[src/rtl/frame_downloader.sv]
// frame_downloader: reads a frame from PSRAM one 16-pixel burst at a time and
// streams the pixels, tagged with a start-of-frame bit, into a pixel FIFO.
module frame_downloader #(
  parameter int MEMORY_BURST = 32,
  parameter int FRAME_WIDTH  = 640,
  parameter int FRAME_HEIGHT = 480
) (
  input  logic        clk,
  input  logic        reset,
  input  logic        start,
  input  logic [20:0] base_addr,
  input  logic        read_ack,
  input  logic        read_data_valid,
  input  logic [31:0] read_data,
  input  logic        queue_full,
  output logic        read_rq,
  output logic        mem_rd_en,
  output logic [20:0] read_addr,
  output logic        queue_wr_en,
  output logic [16:0] queue_data,
  output logic        download_done
);

  // One burst holds MEMORY_BURST bytes = MEMORY_BURST/2 pixels (16-bit units).
  localparam int          PIX_PER_BURST = MEMORY_BURST / 2;
  localparam logic [20:0] ADDR_STEP     = 21'(PIX_PER_BURST);
  localparam logic [14:0] TOTAL_BURSTS  = 15'(FRAME_WIDTH * FRAME_HEIGHT / PIX_PER_BURST);

  localparam logic [2:0] S_IDLE     = 3'd0;
  localparam logic [2:0] S_REQ_WAIT = 3'd1;
  localparam logic [2:0] S_ISSUE    = 3'd2;
  localparam logic [2:0] S_RECEIVE  = 3'd3;
  localparam logic [2:0] S_DRAIN    = 3'd4;
  localparam logic [2:0] S_RELEASE  = 3'd5;
  localparam logic [2:0] S_DONE     = 3'd6;

  logic [2:0]  r_state;
  logic [2:0]  w_next;
  logic [20:0] r_frame_addr;
  logic [14:0] r_burst_cnt;
  logic [2:0]  r_word_cnt;
  logic [3:0]  r_pix_idx;
  logic        r_sof_pending;
  logic        r_primed;
  logic [31:0] r_buf [8];

  logic        r_read_rq;
  logic        r_mem_rd_en;
  logic [20:0] r_read_addr;
  logic        r_download_done;

  logic        w_drain_wr;
  logic        w_last_pix;
  logic [14:0] w_burst_next;
  logic [31:0] w_word;
  logic [15:0] w_pix;
  logic        w_sof;

  // The first DRAIN cycle is a settle cycle (r_primed=0), so pixel 0 never
  // appears earlier than two cycles after the final burst word.
  assign w_drain_wr   = (r_state == S_DRAIN) && r_primed && !queue_full;
  assign w_last_pix   = w_drain_wr && (r_pix_idx == 4'd15);
  assign w_burst_next = r_burst_cnt + 15'd1;
  assign w_word       = r_buf[r_pix_idx[3:1]];
  assign w_pix        = r_pix_idx[0] ? w_word[31:16] : w_word[15:0];
  assign w_sof        = r_sof_pending && (r_pix_idx == 4'd0);

  // The write strobe must follow queue_full in the same cycle, so it is
  // gated combinationally from registered state; data is zero when idle.
  assign queue_wr_en   = w_drain_wr;
  assign queue_data    = w_drain_wr ? {w_sof, w_pix} : 17'd0;
  assign read_rq       = r_read_rq;
  assign mem_rd_en     = r_mem_rd_en;
  assign read_addr     = r_read_addr;
  assign download_done = r_download_done;

  // Next-state decision for the burst sequencer.
  always_comb begin
    w_next = r_state;
    case (r_state)
      S_IDLE: begin
        if (start) w_next = S_REQ_WAIT;
        else       w_next = S_IDLE;
      end
      S_REQ_WAIT: begin
        if (read_ack) w_next = S_ISSUE;
        else          w_next = S_REQ_WAIT;
      end
      S_ISSUE: begin
        w_next = S_RECEIVE;
      end
      S_RECEIVE: begin
        if (read_data_valid && (r_word_cnt == 3'd7)) w_next = S_DRAIN;
        else                                         w_next = S_RECEIVE;
      end
      S_DRAIN: begin
        if (w_last_pix) begin
          if (w_burst_next == TOTAL_BURSTS) w_next = S_DONE;
          else                              w_next = S_RELEASE;
        end else begin
          w_next = S_DRAIN;
        end
      end
      S_RELEASE: begin
        // Wait for the previous grant to disappear before asking again.
        if (!read_ack) w_next = S_REQ_WAIT;
        else           w_next = S_RELEASE;
      end
      S_DONE: begin
        w_next = S_IDLE;
      end
      default: begin
        w_next = S_IDLE;
      end
    endcase
  end

  // State, address, counters and start-of-frame tracking.
  always_ff @(posedge clk or posedge reset) begin
    if (reset) begin
      r_state       <= S_IDLE;
      r_frame_addr  <= 21'd0;
      r_burst_cnt   <= 15'd0;
      r_word_cnt    <= 3'd0;
      r_pix_idx     <= 4'd0;
      r_sof_pending <= 1'b0;
      r_primed      <= 1'b0;
    end else begin
      r_state <= w_next;
      case (r_state)
        S_IDLE: begin
          if (start) begin
            r_frame_addr  <= base_addr;
            r_burst_cnt   <= 15'd0;
            r_sof_pending <= 1'b1;
          end
        end
        S_ISSUE: begin
          r_word_cnt <= 3'd0;
        end
        S_RECEIVE: begin
          r_pix_idx <= 4'd0;
          r_primed  <= 1'b0;
          if (read_data_valid) r_word_cnt <= r_word_cnt + 3'd1;
        end
        S_DRAIN: begin
          r_primed <= 1'b1;
          if (w_drain_wr) begin
            r_pix_idx <= r_pix_idx + 4'd1;
            if (r_pix_idx == 4'd0) r_sof_pending <= 1'b0;
          end
          if (w_last_pix) begin
            r_burst_cnt <= w_burst_next;
            // 21-bit wrap-around is intended; the carry is simply dropped.
            if (w_burst_next != TOTAL_BURSTS) r_frame_addr <= r_frame_addr + ADDR_STEP;
          end
        end
        default: begin
        end
      endcase
    end
  end

  // Burst word capture; only words arriving while receiving are kept.
  always_ff @(posedge clk) begin
    if ((r_state == S_RECEIVE) && read_data_valid) r_buf[r_word_cnt] <= read_data;
  end

  // Registered memory-side outputs, decoded from the upcoming state.
  always_ff @(posedge clk or posedge reset) begin
    if (reset) begin
      r_read_rq       <= 1'b0;
      r_mem_rd_en     <= 1'b0;
      r_read_addr     <= 21'd0;
      r_download_done <= 1'b0;
    end else begin
      r_read_rq       <= (w_next == S_REQ_WAIT) || (w_next == S_ISSUE) || (w_next == S_RECEIVE);
      r_mem_rd_en     <= (w_next == S_ISSUE);
      if (w_next == S_ISSUE) r_read_addr <= r_frame_addr;
      r_download_done <= (w_next == S_DONE);
    end
  end

endmodule

[config.mk]
export PLATFORM = sky130hd
export DESIGN_NAME = frame_downloader
export DESIGN_NICKNAME = d
export VERILOG_FILES = /design/src/rtl/frame_downloader.sv
export SDC_FILE = /design/constraint.sdc
export NUM_CORES = 1
export LEC_CHECK = 0
export ABC_AREA = 1
export CORE_AREA = 10 10 186 188
export CTS_CLUSTER_SIZE = 8
export DETAILED_ROUTE_END_ITERATION = 16
export DIE_AREA = 0 0 196 198
export MAX_ROUTING_LAYER = met4
export PLACE_DENSITY = 0.69
export SLEW_MARGIN = 20
export SYNTH_ARGS = -nofsm -noshare
export SYNTH_HDL_FRONTEND = slang
export SYNTH_SLANG_ARGS = --single-unit
[constraint.sdc]
create_clock -name clk -period 5.01 [get_ports clk]
set_input_delay 0.501 -clock clk [delete_from_list [all_inputs] [get_ports clk]]
set_output_delay 0.501 -clock clk [all_outputs]
set_load 0.03 [all_outputs]
# [Yosys cells after proc, flatten, opt, wreduce, memory -nomap -nowiden]
# Memory sizes are Yosys's and may differ from the RTL's.
# Index checks and enable logic that the tools add are counted.
[word_totals] latchBits=0 memories=1 ram_bits=256 reg_bits=72 mem_bits_ro=0 inputBits=59
[memory_table] name="r_buf" words=8 word_bits=32 rd=1 rd_clocked_by_memory_dff=0 wr=1 line="45" text="logic [31:0] r_buf [8];"
[op_classes] n_addsub=4 n_lt_le_gt_ge=0 n_reduce_logical=19 n_mux=27 n_shift=0 bitwise=0 eq_ne=19 div_mod_pow=0 n_mul=0
[op_table] cell="$mux 21" count=3
[op_table] cell="$pmux 21 s2" count=1
[op_table] cell="$mux 15" count=2
[op_table] cell="$pmux 15 s2" count=1
[op_table] cell="$add 21x5->21 const B" count=1
[op_table] cell="$pmux 3 s6" count=1
[op_table] cell="$mux 17" count=1
[op_table] cell="$mux 16" count=1
[op_table] cell="$add 15x1->15 const B" count=1
[op_table] cell="$eq 15x15->1 const B" count=1
[op_table] cell="$ne 15x15->1 const B" count=1
[op_table] cell="$eq 3x2->1 const B" count=4
[op_table] cell="$eq 3x3->1 const B" count=4
[op_table] cell="$mux 3" count=4
[op_table] cell="$ne 2x2->1 const B" count=4
[op_table] cell="$pmux 4 s2" count=1
[op_table] cell="$reduce_and 4->1" count=2
[op_table] cell="$eq 3x1->1 const B" count=2
[op_table] cell="$logic_and 1x1->1" count=6
[op_table] cell="$mux 1" count=6
[op_table] cell="$pmux 3 s2" count=1
[op_table] cell="$reduce_bool 2->1" count=3
[op_table] cell="$add 4x1->4 const B" count=1
[op_table] cell="$eq 4x4->1 const B" count=1
[op_table] cell="11 further kinds" count=16

# [Longest topological paths before layout]
# Gate-level depths: netlist (run 1).
[logic_depth] ltp_word=9 ltp_mapped=14

# [Worst setup path after synthesis (run 1)]
# Ideal clock, no wire load.
[synth_timing] path_kind="register -> register" startpoint="reg r_state[2]" endpoint="mem r_buf[0][0] (enable)" n_path_buf=0 setup_ns=0.461 stages_incl_launch_ff=8 required_time_ns=4.549 t_arrival_ns=3.334 slack_ns=1.215 path_cell_list="dfrtp_1 -> nor2_1 -> inv_1 -> nor2_1 -> inv_1 -> nor2_1 -> nand2_1 -> nor3_1"
[synth_between] elab_chain_cells=4
[synth_lines] element="start: declaration" line="37" text="logic [2:0] r_state;"
[synth_lines] element="start signal: assignment" line="129" text="r_state <= w_next;"
[synth_lines] element="$eq 3x2->1" line="166" text="if ((r_state == S_RECEIVE) && read_data_valid) r_buf[r_word_cnt] <= read_data;"
[synth_lines] element="$logic_and 1x1->1" line="166"
[synth_lines] element="$mux 1" line="166"
[synth_lines] element="$mux 1 (not written as such)" line="166"
[synth_lines] element="end: declaration" line="45"
# Every way passes these cells.

# [Worst setup path after layout (run 1)]
[layout_timing] startpoint="reg r_pix_idx[1]" endpoint="out queue_data[2]"
[layout_between] elab_chain_cells=3
[layout_lines] element="start: declaration" line="42" text="logic [3:0] r_pix_idx;"
[layout_lines] element="start signal: assignment" line="149" text="r_pix_idx <= r_pix_idx + 4'd1;"
[layout_lines] element="$mem_v2 8x32"
[layout_lines] element="$mux 16" line="65" text="assign w_pix = r_pix_idx[0] ? w_word[31:16] : w_word[15:0];"
[layout_lines] element="$mux 17" line="71" text="assign queue_data = w_drain_wr ? {w_sof, w_pix} : 17'd0;"
[layout_lines] element="end: declaration" line="20" text="output logic [16:0] queue_data,"
# Every way passes these cells.

==> summary.txt, run 1 <==
Power and ir drop
  • Peak VDD IR: 0.300 mV
  • Overall Power: 7.72 mW
  • Leak: 6.16 nW
  • Pwr Density: 466 mW/mm^2

Timing
  • Unrepaired setup endpoints after global routing: false
  • Worst hold slack: 0.415 ns
  • Fin crit period: 4.34 ns
  • Pins Over Slew Limit: 0
  • Final-report hold violation count: 0
  • Total negative slack: 0 ns
  • Worst slew pin tran: 1.09 ns
  • Clock skew: 0.0212 ns
  • Endpoints failing setup: 0
  • Fmax: 231 MHz
  • Final period utilization: 86.5%
  • Rel. slew slack: 27.4%
  • Setup WS post-layout: 0.674 ns

Floorplanning
  • Initial Util: 44.3%
  • Die Area: 0.0388 sq mm
  • Die height: 198 microns
  • Die width: 196 microns
  • Core Area: 0.0311 sq mm
  • Top Ports: 101
  • FP Rows: 65

Critical path
  • R2R setup slack: 1.75 ns
  • CP arrival: 3.83 ns
  • Worst R2R Path Depth: 10
  • Crit path to: queue_data[2]
  • CP max-delay cell: clkinv_2
  • CP required: 4.51 ns
  • Worst stage delay on the critical path: 0.73 ns
  • RR Endpoint: r_burst_cnt[2]
  • CP Launch Point: r_pix_idx[1]
  • Maximum fanout along the worst path: 53
  • Startpoint Class: flop
  • Critical path class: reg -> out
  • FF-to-FF Start: r_state[1]
  • Worst setup EP type: output port
  • Cells along the critical path: clkinv_2, buf_12, o21ai_0, o22ai_1, o211ai_1, a21oi_1, clkdlybuf4s50_1

Clocking
  • Clock H-tree levels: 2
  • CTS buffer count: 46
  • Post-CTS setup buffer count: 0
  • Clk buf depth: 3
  • CTS Root Cell: clkbuf_16
  • Clk sinks: 328
  • Worst-path clk slew: 0.05 ns
  • Worst skew pair latency: 0.56 ns
  • Post-CTS Hold Buffers: 0
  • CTS tree: built
  • Cts repair resizes: 0

Worst hold path
  • Worst Hold Class: in -> async

Synthesis
  • Syn Area/Cell: 11.0 sq um
  • Synth Warn #: 0
  • Post-synth top area cell: edfxtp_1
  • Yosys top cell area share: 55.8%
  • Synth Cell Area: 0.0138 sq mm
  • Distinct cells, synth: 37
  • Register bit total from synthesis: 328
  • Ys flop type: edfxtp_1
  • Syn_nets: 1,317
  • Top post-synthesis cells by area: edfxtp_1 56%, dfrtp_1 13%, nand2_1 7.0%
  • Seq/Total Area, Yosys: 68.9%
  • Synthesized instance count: 1,252
  • Post-synth ARST share: 22.0%
  • Post-synth EDFFs: 256

GRT
  • GRT overflow: 0
  • Initial antenna violation count: 1
  • Global-route wire length before repair: 53.3 mm
  • Number of global-route vias before repair: 9,673
  • GRT Overall Usage: 17.4%
  • Largest net degree at the start of global routing: 54

Place
  • HPWL after detailed placement: 19.3 mm
  • Gpl congestion: 0.854
  • Pre-CTS setup slack: 1.29 ns
  • Port Buffers: 100

Detailed routing
  • Final ANT Viol Nets: 0
  • 1st-iter DRT viols: 715
  • Remaining DRCs: 0
  • First-pass detailed-route iteration total: 5
  • Via/cell ratio: 5.48
  • Avg WL per Cell: 18.7 microns
  • DRT Wirelength: 33.3 mm
  • Routed vias: 9,750
  • WL met3: 2.48 mm
  • Met1 WL: 14.7 mm
  • DR top layer: met4
  • Wire length on met2: 15.4 mm

Final layout
  • Fillcell total: 2,643
  • Share of cells above drive strength 1: 6.97%
  • Final nets: 1,421
  • Syn-to-layout area delta: 20.3%

Outcome
  • Outcome: finished clean

Run
  • Maxcap violations: 0
-- routing by layer --
metal | global-route usage (%) | vias to the layer above
met2 | 26.8 | 364
met4 | 5.88 | 0
met3 | 3.87 | 61
met5 | - | -
li1 | - | 4616
met1 | 22.5 | 4709
-- state kept, by name, indices dropped and copies added (netlist names) --
| register | cells |
|---|---|
| r_buf | 256 |
| r_frame_addr | 21 |
| read_addr | 21 |
| r_burst_cnt | 15 |
| r_pix_idx | 4 |
| r_state | 3 |
| r_word_cnt | 3 |
| download_done | 1 |
| mem_rd_en | 1 |
| r_primed | 1 |
| r_sof_pending | 1 |
| read_rq | 1 |
-- cells in the final DEF (no fill, tap or decap), types with 3 or more instances in the layout --
master           count
nand2_1            258
edfxtp_1           256
nor2_1             159
o21ai_0            142
clkdlybuf4s50_1    100
dfrtp_1             70
inv_1               58
nand3_1             57
clkbuf_16           47
o22ai_1             40
a21oi_1             35
buf_4               21
clkbuf_1            20
xor2_1              11
nor2_4              10
nand4_1              9
a31oi_1              9
a311oi_1             9
o211ai_1             9
o31ai_1              8
o221ai_1             7
nor3_1               7
ha_1                 6
inv_2                3
clkinv_1             3
-- worst max-delay path: cells and delay by family (launching register included) --
kind	cells	cell delay (ns)
buffers and inverters	3	1.82
DFF	1	0.70
AOI/OAI and AO/OA	4	0.73
-- power breakdown --
group / internal, mW / switching (mW)
sequential: 3.42 / 0.246
combinational: 0.434 / 0.814
clock: 1.71 / 1.10
total: 5.56 / 2.16
-- area by class of cell --
cell class / instances / area [sq um] / share of cell area (%)
diodes: 1 / 2.50 / 0.0151
clock buffers: 67 / 1250 / 7.55
clock inverters: 2 / 60.1 / 0.362
inverters: 65 / 245 / 1.48
multi-input cells: 793 / 3830 / 23.1
flip-flops and latches: 328 / 9490 / 57.3
well taps: 402 / 503 / 3.04
repair buffers: 122 / 1180 / 7.11
-- how the worst min path moves through the flow --
stage	end	slack [ns]	depth (start not counted)
after floorplan	read_addr[0]	0.44	2
after global routing	read_addr[2]	0.48	2
after detailed placement	read_addr[1]	0.46	2
after global placement	read_addr[3]	0.45	2
final	read_addr[2]	0.42	2
after CTS	read_addr[2]	0.43	2
-- per-stage QoR --
step                      utilization [%]  cells  cell area [sq um]
after floorplan                         -   1252              13800
after global placement               49.1   1710              15300
after detailed placement             49.1   1710              15300
after CTS                            53.3   1779              16600
after global routing                 53.3   1780              16600
final                                53.3   1780              16600
-- cells by family (layout without fill, tap and decap cells) --
family	Yosys count	count (layout)	share of synthesized area [%]
flops	328	328	68.9
fa+ha+maj	6	6	0.545
xor+xnor	12	12	0.763
buf+inv	131	256	3.68
compound gates	264	264	11.0
simple gates	511	511	15.1
other cells	0	1	0
-- synth_stat cells, types with 4 or more instances --
master    number
a21oi_1       35
a311oi_1       9
a31oi_1        9
clkbuf_1      59
dfrtp_1       72
edfxtp_1     256
ha_1           6
inv_1         60
nand2_1      258
nand3_1       57
nand4_1        9
nor2_1       165
nor2_4         4
nor3_1         9
o211ai_1       9
o21ai_0      142
o221ai_1       7
o22ai_1       40
o31ai_1        8
xor2_1        11
No activity file was read; power rests on OpenSTA's default activity.
==> run 2, diff against run 1 <==
- CORE_AREA: 10 10 186 188 -> 10 10 164 166
- DIE_AREA: 0 0 196 198 -> 0 0 174 176
- PLACE_DENSITY: 0.69 -> 0.85
- TNS_END_PERCENT: default -> 50
==> summary.txt, run 2 (synthesized netlist as in run 1, its figures left out) <==
Final layout
  • Share of cells above drive strength 1: 6.84% (was 6.97%)
  • Fillcell total: 1,655 (was 2,643)
  • Syn-to-layout area delta: 20.4% (was 20.3%)
  • Commonest non-fill, non-tap cell in the layout: nand2_1 (unchanged)
  • Final nets: 1,418 (was 1,421)
  • Most frequent cells in the layout: 258 x nand2_1, 256 x edfxtp_1, 159 x nor2_1, 142 x o21ai_0, 100 x clkdlybuf4s50_1 (unchanged)
  • Most flops, register: r_buf (unchanged)
  • Number of flip-flops in the largest register: 256 (unchanged)

Detailed routing
  • 1st-iter DRT viols: 1,123 (was 715)
  • DRT Wirelength: 33.4 mm (was 33.3 mm)
  • Via/cell ratio: 5.88 (was 5.48)
  • First-pass detailed-route iteration total: 12 (was 5)
  • Routed vias: 10,100 (was 9,750)
  • Remaining DRCs: 1 (was 0)
  • Final ANT Viol Nets: 0 (unchanged)
  • Avg WL per Cell: 19.5 microns (was 18.7 microns)

Timing
  • Final-report hold violation count: 0 (unchanged)
  • Final period utilization: 84.3% (was 86.5%)
  • Endpoints failing setup: 0 (unchanged)
  • Pins Over Slew Limit: 0 (unchanged)
  • Setup WS post-layout: 0.787 ns (was 0.674 ns)
  • Fmax: 237 MHz (was 231 MHz)
  • Fin crit period: 4.22 ns (was 4.34 ns)
  • Unrepaired setup endpoints after global routing: false (unchanged)
  • Total negative slack: 0 ns (unchanged)
  • Rel. slew slack: 34.4% (was 27.4%)
  • Clock skew: 0.0240 ns (was 0.0212 ns)
  • Worst hold slack: 0.468 ns (was 0.415 ns)
  • Worst slew pin tran: 0.981 ns (was 1.09 ns)

Floorplanning
  • Initial Util: 57.8% (was 44.3%)
  • Top Ports: 101 (unchanged)
  • Core Area: 0.0238 sq mm (was 0.0311 sq mm)
  • FP Rows: 57 (was 65)
  • Die Area: 0.0306 sq mm (was 0.0388 sq mm)
  • Die width: 174 microns (was 196 microns)
  • Die height: 176 microns (was 198 microns)

GRT
  • Global-route wire length before repair: 53.0 mm (was 53.3 mm)
  • Number of global-route vias before repair: 10,200 (was 9,673)
  • GRT overflow: 0 (unchanged)
  • Initial antenna violation count: 1 (unchanged)
  • GRT Overall Usage: 22.0% (was 17.4%)
  • Largest net degree at the start of global routing: 69 (was 54)

Clocking
  • Cts repair resizes: 0 (unchanged)
  • CTS buffer count: 47 (was 46)
  • Clk buf depth: 3 (unchanged)
  • Post-CTS setup buffer count: 0 (unchanged)
  • Post-CTS Hold Buffers: 0 (unchanged)
  • Worst skew pair latency: 0.56 ns (about the same)
  • Clock H-tree levels: 2 (unchanged)
  • CTS Root Cell: clkbuf_16 (unchanged)
  • CTS tree: built (unchanged)
  • Worst-path clk slew: 0.05 ns (about the same)
  • Clk sinks: 328 (unchanged)

Place
  • Pre-CTS setup slack: 1.47 ns (was 1.29 ns)
  • HPWL after detailed placement: 19.3 mm (about the same)
  • Port Buffers: 100 (unchanged)
  • Gpl congestion: 0.875 (was 0.854)

Critical path
  • Critical path class: reg -> out (unchanged)
  • Startpoint Class: flop (unchanged)
  • CP arrival: 3.72 ns (was 3.83 ns)
  • Maximum fanout along the worst path: 68 (was 53)
  • Worst setup EP type: output port (unchanged)
  • CP required: 4.51 ns (about the same)

Run
  • Maxcap violations: 0 (unchanged)

Worst hold path
  • Worst Hold Class: reg -> reg (was in -> async)

Power and ir drop
  • Pwr Density: 474 mW/mm^2 (was 466 mW/mm^2)
  • Leak: 6.19 nW (was 6.16 nW)
  • Peak VDD IR: 0.308 mV (was 0.300 mV)

Outcome
  • Outcome: finished, violations left (was finished clean)
  • Failing checks: design-rule violations
run 2: final cells by class:
type                    instances  area [sq um]  area share (%)
flip-flops and latches        328          9490            57.3
multi-input cells             793          3830            23.1
clock buffers                  81          1340            8.05
repair buffers                118          1210            7.29
well taps                     324           405            2.44
inverters                      65           245            1.48
clock inverters                 3          58.8           0.355
diodes                          1          2.50          0.0151
run 2: critical path: stages, from the launching register on:
cell	delay (ns)
dfrtp_4	0.58
clkinv_2	0.56
buf_12	0.35
nor2_1	0.10
nor2_1	0.13
o21ai_0	0.12
nand3_1	0.11
o211ai_1	0.13
a21oi_1	0.31
clkdlybuf4s50_1	0.75
run 2: power by group:
part	internal [mW]	total (mW)	switching [mW]
logic	0.437	1.26	0.819
registers	3.42	3.68	0.261
clock network	1.80	2.92	1.12
run 2: worst paths after layout:
check / from / to / slack [ns] / cells after the start
setup / recovery: r_pix_idx[1] / queue_data[14] / 0.79 / 9
setup reg to reg: r_state[1] / r_burst_cnt[11] / 1.86 / 10
hold reg to reg: r_frame_addr[2] / read_addr[2] / 0.47 / 2
min in group asynchronous: reset / r_pix_idx[3] / 0.53 / 2
max in group asynchronous: reset / read_addr[9] / 3.56 / 3
hold / removal: r_frame_addr[2] / read_addr[2] / 0.47 / 2
run 2: per-stage QoR:
step / total power, mW / utilization [%] / cells / area, sq um
finish: 7.86 / 69.6 / 1713 / 16600
global placement: 4.89 / 63.4 / 1625 / 15100
global route: 8.21 / 69.6 / 1713 / 16600
detailed placement: 4.96 / 63.5 / 1626 / 15100
CTS: 7.89 / 69.4 / 1710 / 16500
floorplan: 4.43 / - / 1252 / 13800
run 2: layer usage:
metal | wire length (microns) | global-route usage (%)
met2 | 16200 | 34.8
met4 | 915 | 10.2
met3 | 3120 | 4.85
met1 | 13100 | 26.7
met5 | 0 | -
